**src/rtl/verinject_schedule_injector.sv**
```systemverilog
// Schedule-driven fault injector: replays queued (cycle, bit) events onto the
// verinject__injector_state bus, one bit index per matching cycle.
module verinject_schedule_injector #(
  parameter int unsigned TOTAL_BITS = 0,
  parameter int unsigned DEPTH      = 8,
  localparam int unsigned AW        = $clog2(DEPTH),
  localparam int unsigned CW        = 48,
  localparam int unsigned BW        = 32
) (
  input  logic          clock,
  input  logic          reset,
  input  logic          arm,
  input  logic          cfg_valid,
  output logic          cfg_ready,
  input  logic [CW-1:0] cfg_cycle,
  input  logic [BW-1:0] cfg_bit,
  output logic [CW-1:0] cycle_number,
  output logic [BW-1:0] verinject__injector_state,
  output logic [AW:0]   pending,
  output logic          range_error,
  output logic          late_error,
  output logic [BW-1:0] injected_count
);

  typedef struct packed {
    logic [CW-1:0] cyc;
    logic [BW-1:0] idx;
  } event_t;

  event_t        mem [DEPTH];
  logic [AW-1:0] rd_ptr;
  logic [AW-1:0] wr_ptr;
  event_t        head;
  logic          resolve;
  logic          due;
  logic          late;
  logic          pop;
  logic          push;
  logic          in_range;
  logic          accept;
  logic          reject;

  // A zero-sized injectable space rejects every event.
  generate
    if (TOTAL_BITS == 0) begin : g_no_bits
      assign in_range = 1'b0;
    end else begin : g_bits
      assign in_range = cfg_bit < BW'(TOTAL_BITS);
    end
  endgenerate

  assign head      = mem[rd_ptr];
  assign cfg_ready = pending != (AW+1)'(DEPTH);
  assign resolve   = arm && (pending != '0);
  assign due       = resolve && (head.cyc == cycle_number);
  assign late      = resolve && (head.cyc < cycle_number);
  assign pop       = due || late;
  assign push      = cfg_valid && cfg_ready;
  assign accept    = push && in_range;
  assign reject    = push && !in_range;

  // The bus shows the head's bit during the cycle its target cycle is current.
  assign verinject__injector_state = (due && !reset) ? head.idx : '1;

  always_ff @(posedge clock) begin
    if (accept) begin
      mem[wr_ptr] <= '{cyc: cfg_cycle, idx: cfg_bit};
    end
  end

  always_ff @(posedge clock) begin
    if (reset) begin
      cycle_number   <= '0;
      rd_ptr         <= '0;
      wr_ptr         <= '0;
      pending        <= '0;
      range_error    <= 1'b0;
      late_error     <= 1'b0;
      injected_count <= '0;
    end else begin
      if (arm) begin
        cycle_number <= cycle_number + CW'(1);
      end
      if (accept) begin
        wr_ptr <= wr_ptr + AW'(1);
      end
      if (pop) begin
        rd_ptr <= rd_ptr + AW'(1);
      end
      pending <= pending + (AW+1)'(accept) - (AW+1)'(pop);
      if (reject) begin
        range_error <= 1'b1;
      end
      if (late) begin
        late_error <= 1'b1;
      end
      if (due) begin
        injected_count <= injected_count + BW'(1);
      end
    end
  end

endmodule

```
**config.mk**
```make
export PLATFORM = sky130hd
export DESIGN_NAME = verinject_schedule_injector
export DESIGN_NICKNAME = d
export VERILOG_FILES = /design/src/rtl/verinject_schedule_injector.sv
export SDC_FILE = /design/constraint.sdc
export NUM_CORES = 1
export LEC_CHECK = 0
export CAP_MARGIN = 20
export CORE_AREA = 10 10 118 93
export DETAILED_ROUTE_END_ITERATION = 10
export DIE_AREA = 0 0 128 103
export PLACE_DENSITY = 0.81
export SYNTH_ARGS = -nofsm -noshare
export SYNTH_HDL_FRONTEND = slang
export SYNTH_SLANG_ARGS = --single-unit
export TNS_END_PERCENT = 1
```
**constraint.sdc**
```tcl
create_clock -name clock -period 2.7 [get_ports clock]
set_input_delay 0.405 -clock clock [delete_from_list [all_inputs] [get_ports clock]]
set_output_delay 0.405 -clock clock [all_outputs]
set_load 0.005 [all_outputs]
```
==> metrics.txt <==
Worst Clk Skew=0.0108 ns; Slowest-stage cell, CP=or4_4; Tmin final=2.36 ns; Critical Path Start Type=primary input; pin count of the biggest net entering global routing=41; CP Launch Point=arm; Post-CTS Resized=0; Net Sw Frac=25.2%; Pwr Density=472 mW/mm²; Tot Pwr=1.76 mW; RePlAce Congestion=0.830; Ports=203; r2r startpoint=cycle_number[5]; P_int=1.31 mW; Total Routing Usage GR=11.5%; Post-Syn Instances=378; number of DRC violations after detailed-routing iteration 0=149; height of the die=103 µm; max-slew violation count=0; leakage=1.29 nW; # hold bufs at CTS=0; I/O Buffers=58; count of state elements after synthesis=54; RSZ-0062 raised after global routing=no; initial antenna violation count=0; # fillers=886; Synth top cells by count=65 x buf_4, 54 x dfxtp_1, 30 x a21oi_1, 28 x nor2_1, 21 x nand4_1; Post-CTS Setup Bufs=0; final setup fails=0; Mapped Area=0.00315 mm²; n_diodes=0; CP Max Fanout=23; grt ovf=0; DP HPWL=6200 µm; leading area contributor after synthesis=dfxtp_1; share of total power in the clock network=35.1%; Slew HR=51.8%; vias=2,771; Switch Pwr=443 µW; Yosys top cell area share=34.3%; CP cell instances=clkdlybuf4s50_1 -> nand4_4 -> or4_4 -> buf_4 -> or3_1 -> a21oi_1; maxcap violations=0; Setup TNS=0 ns; nature of the critical path endpoint=register; DRT Pass-1 Iters=4; number of global-route vias before repair=2,565; syn avg cell area=8.34 µm²; HP Class=register to register; Max Fclk=424 MHz; Flop pwr share=49.7%; slowest cell delay on critical path=0.71 ns; endpoints failing hold=0; layout cells sized above 1=6.07%; CP delay by family, top=simple AND/OR/NAND/NOR gates; Core Area=0.00878 mm²; peak supply drop=0.297 mV; Via-to-Cell Ratio=5.13; Avg WL per Cell=15.3 µm; period utilisation layout=87.4%; most frequent cell after synthesis=buf_4; worst setup path class=primary input to register; die area=0.0132 mm²; Top FF cell, synth=dfxtp_1; routed wire length=8270 µm; clk slew on worst S/H paths=0.07 ns; Post-synth EDFFs=0; Synth Warn #=0; TritonCTS clock tree=done; antenna-violating nets left=0; Tightest Pin Transition=0.723 ns; H-tree levels=2; worst skew pair latency=0.29 ns; Gate power share=15.2%; row cnt=30; Sinks on Clock Net=54; Chip Width=128 µm; Initial Utilization=35.9%; ys async rst share=0%; critical path buffer and inverter count=2; Root Buffer Master=clkbuf_16; CTS Buffer Depth=2; CP required=2.91 ns; CTS Buf Count=5; hold slack=0.472 ns; nets=515; Worst Path Arrival=2.57 ns; synth top area cells=dfxtp_1 34%, buf_4 15%, a21oi_1 4.8%; outcome=finished clean; first-pass GRT wire length=12,800 µm; register area share after synthesis=34.3%; Area Overhead vs Synth=18.1%; Hold Path Origin=late_error; # DRC=0; Netlist cell types=37
==> routing by layer <==
metal	global-route usage [%]	vias to the layer above	wire (µm)
li1	-	1336	-
met1	13.7	1315	3390
met2	19.6	111	4080
met3	4.32	9	729
met4	2.33	0	65
met5	0	-	0
==> final timing paths <==
path                           end  slack [ns]  cells past startpoint
setup / recovery  cycle_number[19]        0.34                      6
hold / removal          late_error        0.47                      2
setup reg to reg  cycle_number[19]        0.45                      5
hold reg to reg         late_error        0.47                      2
==> area by class of cell <==
cell class / instances / area [µm²] / area share [%]
clock buffer: 5 / 125 / 3.36
inverter: 6 / 22.5 / 0.605
sequential: 54 / 1080 / 29.0
clock inverter: 2 / 15.0 / 0.403
multi-input combinational: 295 / 1700 / 45.7
timing repair buffer: 66 / 636 / 17.1
tap: 112 / 140 / 3.76
==> sequential cells by signal, summed over array words and instances, names as in the netlist <==
signal and cells:
cycle_number 48, late_error 1, pending 4, range_error 1
==> power by group through the flow <==
| stage | Combinational [mW] | Clock [mW] | Sequential (mW) |
|---|---|---|---|
| finish | 0.268 | 0.615 | 0.872 |
| global route | 0.307 | 0.662 | 0.881 |
| CTS | 0.269 | 0.634 | 0.874 |
| detailed placement | 0.267 | 0 | 0.892 |
| global placement | 0.258 | 0 | 0.889 |
| floorplan | 0.211 | 0 | 0.891 |
==> cell usage in the layout (no fill, tap or decap) <==
master | synthesis | final
a21oi_1 | 30 | 30
and2_1 | 3 | 3
and2b_2 | 1 | 1
and3_1 | 9 | 9
and3_2 | 1 | 1
and4_1 | 10 | 10
buf_2 | 1 | 1
buf_4 | 65 | 8
clkbuf_16 | 0 | 5
clkdlybuf4s50_1 | 0 | 57
clkinvlp_4 | 0 | 2
conb_1 | 2 | 64
dfxtp_1 | 54 | 54
ha_1 | 3 | 3
inv_1 | 6 | 6
mux2_2 | 5 | 5
mux2i_1 | 1 | 1
nand2_1 | 16 | 16
nand3_1 | 11 | 11
nand4_1 | 21 | 21
nand4_4 | 1 | 1
nand4b_1 | 1 | 1
nor2_1 | 28 | 28
nor2b_1 | 5 | 5
nor3_1 | 1 | 1
nor3b_1 | 1 | 1
nor4_1 | 6 | 6
o21ai_0 | 11 | 11
o31ai_1 | 18 | 18
o41a_1 | 1 | 1
or3_1 | 10 | 10
or3_2 | 1 | 1
or4_1 | 19 | 19
or4_4 | 1 | 1
or4b_1 | 1 | 1
xnor2_1 | 8 | 8
xor2_1 | 7 | 7
==> worst register-to-register path, delay by kind of cell (launching register included) <==
family	cells	cell delay (ns)
compound gates	1	0.15
buf+inv	1	0.22
flops	1	0.48
simple gates	3	1.33
==> metrics by stage <==
step                util, %  worst slack [ns]  instances  cell area (µm²)
global route           42.4             0.260        540             3720
detailed placement     40.8            0.0396        533             3580
finish                 42.4             0.339        540             3720
floorplan                 -             0.596        440             3390
CTS                    42.4             0.339        540             3720
global placement       40.8             0.107        533             3580
==> cells by family (layout without fill, tap and decap cells) <==
family                   Yosys count  count (layout)  synth area share, %
AO/OA/AOI/OAI                     60              60                 11.2
XOR/XNOR                          15              15                 4.17
adder cells (fa/ha/maj)            3               3                 1.19
buffers and inverters             91              79                 19.1
flip-flops                        54              54                 34.3
multiplexers                       6               6                 2.10
other                              2              64                0.238
AND/OR/NAND/NOR                  147             147                 27.8
(Power assumes the default switching activity.)
